<file path="src/rtl/five_bit_acc_seq.sv">
// five_bit_acc_seq: 5-bit add/subtract/load accumulator with a three-state
// command/result handshake (IDLE -> EXEC -> HOLD).
// Optional macro FIVE_BIT_ACC_OVF_EN adds a sticky signed-overflow output res_ovf.
module five_bit_acc_seq (
   input  logic       clk,
   input  logic       rst,
   input  logic       cmd_valid,
   output logic       cmd_ready,
   input  logic       cmd_op,
   input  logic       cmd_clr,
   input  logic [4:0] cmd_data,
   output logic       res_valid,
   input  logic       res_ready,
   output logic [4:0] res_data,
`ifdef FIVE_BIT_ACC_OVF_EN
   output logic       res_ovf,
`endif
   output logic       res_carry
);

   typedef enum logic [1:0] {
      IDLE = 2'd0,
      EXEC = 2'd1,
      HOLD = 2'd2
   } state_t;

   state_t     r_state;
   logic       r_op;
   logic       r_clr;
   logic [4:0] r_data;
   logic [4:0] r_acc;
   logic       r_carry;
   logic       r_cmd_ready;
   logic       r_res_valid;

   // Subtract is acc + ~data + 1, so the operand is conditionally inverted
   // and the op bit doubles as the carry-in.
   logic [4:0] w_opnd;
   logic [5:0] w_sum;

   assign w_opnd = r_data ^ {5{r_op}};
   assign w_sum  = {1'b0, r_acc} + {1'b0, w_opnd} + {5'd0, r_op};

`ifdef FIVE_BIT_ACC_OVF_EN
   logic r_ovf;
   logic w_ovf;

   // Signed overflow: both addends share a sign and the result sign differs.
   assign w_ovf   = (r_acc[4] == w_opnd[4]) && (w_sum[4] != r_acc[4]);
   assign res_ovf = r_ovf;
`endif

   assign cmd_ready = r_cmd_ready;
   assign res_valid = r_res_valid;
   assign res_data  = r_acc;
   assign res_carry = r_carry;

   // Control FSM, command capture, and accumulator update.
   always_ff @(posedge clk) begin
      if (rst) begin
         r_state     <= IDLE;
         r_op        <= 1'b0;
         r_clr       <= 1'b0;
         r_data      <= 5'd0;
         r_acc       <= 5'd0;
         r_carry     <= 1'b0;
         r_cmd_ready <= 1'b1;
         r_res_valid <= 1'b0;
`ifdef FIVE_BIT_ACC_OVF_EN
         r_ovf       <= 1'b0;
`endif
      end else begin
         case (r_state)
            IDLE: begin
               if (cmd_valid) begin
                  r_op        <= cmd_op;
                  r_clr       <= cmd_clr;
                  r_data      <= cmd_data;
                  r_cmd_ready <= 1'b0;
                  r_state     <= EXEC;
               end
            end
            EXEC: begin
               if (r_clr) begin
                  r_acc   <= r_data;
                  r_carry <= 1'b0;
`ifdef FIVE_BIT_ACC_OVF_EN
                  r_ovf   <= 1'b0;
`endif
               end else begin
                  r_acc   <= w_sum[4:0];
                  r_carry <= w_sum[5];
`ifdef FIVE_BIT_ACC_OVF_EN
                  r_ovf   <= r_ovf | w_ovf;
`endif
               end
               r_res_valid <= 1'b1;
               r_state     <= HOLD;
            end
            HOLD: begin
               if (res_ready) begin
                  r_res_valid <= 1'b0;
                  r_cmd_ready <= 1'b1;
                  r_state     <= IDLE;
               end
            end
            default: begin
               r_res_valid <= 1'b0;
               r_cmd_ready <= 1'b1;
               r_state     <= IDLE;
            end
         endcase
      end
   end

endmodule

</file>
<file path="config.mk">
export PLATFORM = sky130hd
export DESIGN_NAME = five_bit_acc_seq
export DESIGN_NICKNAME = d
export VERILOG_FILES = /design/src/rtl/five_bit_acc_seq.sv
export SDC_FILE = /design/constraint.sdc
export NUM_CORES = 1
export LEC_CHECK = 0
export CORE_UTILIZATION = 40
export CTS_CLUSTER_SIZE = 8
export DETAILED_ROUTE_END_ITERATION = 12
export GPL_ROUTABILITY_DRIVEN = 1
export HOLD_SLACK_MARGIN = 0.1
export PLACE_DENSITY_LB_ADDON = 0.2
export SYNTH_ARGS = -nofsm -noshare
export SYNTH_HDL_FRONTEND = slang
export SYNTH_SLANG_ARGS = --single-unit
</file>
<file path="constraint.sdc">
create_clock -name clk -period 2.9 [get_ports clk]
set_clock_uncertainty 0.2 [all_clocks]
set_input_delay 0.435 -clock clk [delete_from_list [all_inputs] [get_ports clk]]
set_output_delay 0.435 -clock clk [all_outputs]
set_load 0.005 [all_outputs]
</file>
==> summary.md <==
The run finished with clean final reports. The die covers 0.002381 sq mm. For the pin with the worst max-slew slack, the measured transition is 0.5000 ns. Across all hold checks on the routed design, the worst slack comes to 0.2822 ns. Element type at the critical path end: a flip-flop. The initial core utilization was 0.4375. The reported max-cap violation count came out at 0.

The part of the power in the clock network is 0.246. 0 antenna diodes ended up in the layout. For the worst setup path, the data required time is 2.91 ns.

The chip width was 48.80 um; the cts-stage hold buffer count was 0. The ratio of routed vias to standard cells was 5.116; the count of mapped cells out of synthesis was 100. Buffer and inverter count on the worst path: 1.

The total power after layout is 502.5 uW, and the height of the die is 48.80 um. The endpoint identified for the worst register-to-register timing path is res_data[4]$_SDFFE_PP0P_. For the H-tree level count, the log shows 1. Synthesis inferred 17 register bits.

After detailed routing, the total wire length is 1.700 mm. The final cycle utilization of the critical path works out to 0.8110. The via count of the first global-routing pass came out at 686. In this run the worst path has a maximum fanout of 6.

For this design the static power due to leakage is 0.4508 nW. The core region is 0.002002 sq mm. In the routed design, unresolved DRC markers number 0. The tools report the part of the power in registers as 0.529. The critical path goes through xor2_1 > inv_1 > fa_1 > nand3b_1 > nand3_1 > or4b_1 > a31oi_1. During synthesis, Yosys emitted a total of 0 warnings. The post-synthesis net count was 117. The post-cts repair resize count was 0.

The capturing element of the worst setup path was res_data[4]$_SDFFE_PP0P_. The combinational cell fraction of total power was 0.225. The detailed router placed 752 vias in this run.

The congestion estimate from routability-driven global placement came to 0.7980. Portion of the post-synthesis area used by sequential elements: 0.3886. The tools report the top-level port count as 19.

Initial antenna violation count: 0. The slowest stage of the critical path is the dfxtp_1 cell. The post-placement cell area was 0.001087 sq mm; the final count of pins violating max slew was 0.

The HPWL after detailed placement was 1.298 mm; the area of the mapped netlist was 875.8 sq um. Setup total negative slack on the finished layout was measured at 0 ns. For this design the total switching power over the nets is 139.2 uW. Post-CTS timing repair inserted 0 buffers for setup. The critical path is of the reg2reg type. In this run the number of cells on the critical path is 7. Setup violations remaining at the end of the flow were counted as 0.

The run gives 0 as the hold violation total from the final report. Cell internal power was estimated by the tool at 363.4 uW. Based on the critical path, the design can be clocked at up to 0.4252 GHz. Worst max-slew margin expressed relative to the limit: 0.6660.

The most critical setup path has its startpoint at r_op$_SDFFE_PP0P_. The global-route usage over all layers is 0.1630. CTS saw 17 sinks. In this run the critical register-to-register path is launched from r_op$_SDFFE_PP0P_.

Each instance of the synthesized netlist takes up on average 8.758 sq um. The post-detailed-route count of antenna-violating nets is 0, and the average detailed-routed wire length per instance is 11.56 um. The worst path in the final design needs a cycle of 2.352 ns, including I/O delays and setup. The longest clock path from root to sink contains 2 buffers.

The switching share of power came out at 0.2769. After routing the design area is 0.001114 sq mm. From synthesis to final layout, the design area changed by 27.14%.

The worst-case IR drop observed on VDD is 0.2612 mV. The wire length of the first global-routing pass is 3.056 mm. For the source-to-sink clock delay at the later pin of the worst-skew pair, the log shows 0.28 ns.

TritonCTS built the clock tree. During placement, the flow inserted port buffers numbering 18. The tightest min-delay check is of the reg2reg type. For this design the ratio of total power to cell area is 451.3 mW/mm^2. The logs give 138 for the layout net count and 0.5563 for the share of the core filled with cells in the final layout.

The run gives 16 as the pin count of the biggest net entering global routing. The kind of cell with the highest combined delay along the critical path is simple AND/OR/NAND/NOR gates. The delay contributed by the slowest stage of the critical path is 0.48 ns.

For this run the aggregate overflow at the end of global routing stands at 0. Standard-cell row count: 16. After the first detailed-routing iteration, the DRC count stood at 14. Yosys mapped the design onto 29 distinct sky130hd cell types. Data arrives at the worst endpoint at 2.36 ns. Before antenna repair, the detailed router went through 4 iterations. The tree is rooted in a clkbuf_4. Setup repair after global routing left no endpoint under its margin.

The internal reg-to-reg setup slack was 0.55 ns. The clock edge transition at the registers on the reported setup and hold paths was 0.10 ns; the proportion of layout cells with a drive suffix above 1 was 0.06667. TritonCTS created 3 clock buffers. The nature of the critical path startpoint is a flip-flop. Measured in cells, the most critical reg-to-reg path has a length of 7.
## cell families after synthesis
logic type,synth area share
XOR/XNOR,0.06000
flip-flops,0.3886
buffers and inverters,0.04143
adder cells (fa/ha/maj),0.09429
AND/OR/NAND/NOR,0.1957
AO/OA/AOI/OAI,0.1286
multiplexers,0.09143
## state kept, by name, summed over array words and instances (netlist names)
| signal | flops |
|---|---|
| r_state | 2 |
| cmd_ready | 1 |
| res_data | 5 |
| r_op | 1 |
| r_clr | 1 |
| r_data | 5 |
| res_carry | 1 |
| res_valid | 1 |
## worst min-delay path by stage
stage,start,endpoint,slack (ns),cells past startpoint
final,res_carry$_SDFFE_PP0P_,res_carry$_SDFFE_PP0P_,0.28,2
after global routing,res_carry$_SDFFE_PP0P_,res_carry$_SDFFE_PP0P_,0.32,2
after CTS,res_carry$_SDFFE_PP0P_,res_carry$_SDFFE_PP0P_,0.30,2
after detailed placement,res_carry$_SDFFE_PP0P_,res_carry$_SDFFE_PP0P_,0.28,2
after global placement,res_carry$_SDFFE_PP0P_,res_carry$_SDFFE_PP0P_,0.27,2
after floorplan,res_carry$_SDFFE_PP0P_,res_carry$_SDFFE_PP0P_,0.27,2
## final cells by class
| cell class | instances | area [sq um] |
|---|---|---|
| fill | 197 | 888.4 |
| multi-input combinational | 74 | 499.2 |
| sequential | 17 | 340.3 |
| timing repair buffer | 20 | 195.2 |
| tap | 27 | 33.78 |
| clock buffer | 4 | 26.28 |
| inverter | 5 | 18.77 |
## cells in the mapped netlist, drive strengths merged
library cell	count	area, sq um
nand2	8	30.03
o221a	1	11.26
a22oi	1	7.510
nor2b	1	6.260
xor2	5	43.79
nor3	1	5.000
nand3	3	15.01
a21oi	7	35.03
or4b	1	10.01
fa	1	20.02
nor2	15	56.30
xnor2	1	8.760
o211ai	1	7.510
dfxtp	17	340.3
nand3b	1	7.510
nor3b	1	7.510
a31oi	1	6.260
o31ai	1	7.510
and2	1	6.260
inv	5	18.77
and3	1	7.510
nand2b	1	13.76
or3	1	6.260
ha	5	62.56
o21ai	5	25.02
clkbuf	2	7.510
mux2i	8	80.08
buf	2	10.01
o22ai	2	12.51
## cells in the final DEF (no fill, tap or decap), drive strengths merged
cell	Yosys	routed
o211ai	1	1
dfxtp	17	17
a22oi	1	1
xor2	5	5
clkdlybuf4s50	0	18
o31ai	1	1
or4b	1	1
nand2b	1	1
or3	1	1
xnor2	1	1
nor3	1	1
buf	2	2
a21oi	7	7
inv	5	5
o21ai	5	5
nor2	15	15
fa	1	1
and3	1	1
o221a	1	1
nand3b	1	1
nand3	3	3
clkbuf	2	4
a31oi	1	1
mux2i	8	8
and2	1	1
nor3b	1	1
o22ai	2	2
nand2	8	8
nor2b	1	1
ha	5	5
## metal layers
metal	routed length (um)	up-vias	track usage
li1	-	384	-
met1	857	344	0.2235
met2	766	22	0.2639
met3	69	2	0.03738
met4	7	0	0.02941
met5	0	-	0
## power by group through the flow
stage | Clock [mW] | Sequential (mW) | Combinational [mW]
floorplan | 0 | 0.265 | 0.0749
global placement | 0 | 0.271 | 0.111
detailed placement | 0 | 0.271 | 0.112
CTS | 0.131 | 0.266 | 0.113
global route | 0.142 | 0.269 | 0.128
finish | 0.124 | 0.266 | 0.113
## worst register-to-register path: stages, from the launching register on
cell and delay [ns]:
dfxtp_1 0.48, xor2_1 0.25, inv_1 0.09, fa_1 0.42
nand3b_1 0.20, nand3_1 0.09, or4b_1 0.43, a31oi_1 0.13
## metrics by stage
step                worst slack, ns  std cells
floorplan                    0.7319        100
global placement             0.6808        143
detailed placement           0.6146        143
CTS                          0.5527        147
global route                 0.4715        147
finish                       0.5482        147
(Power assumes the default switching activity.)
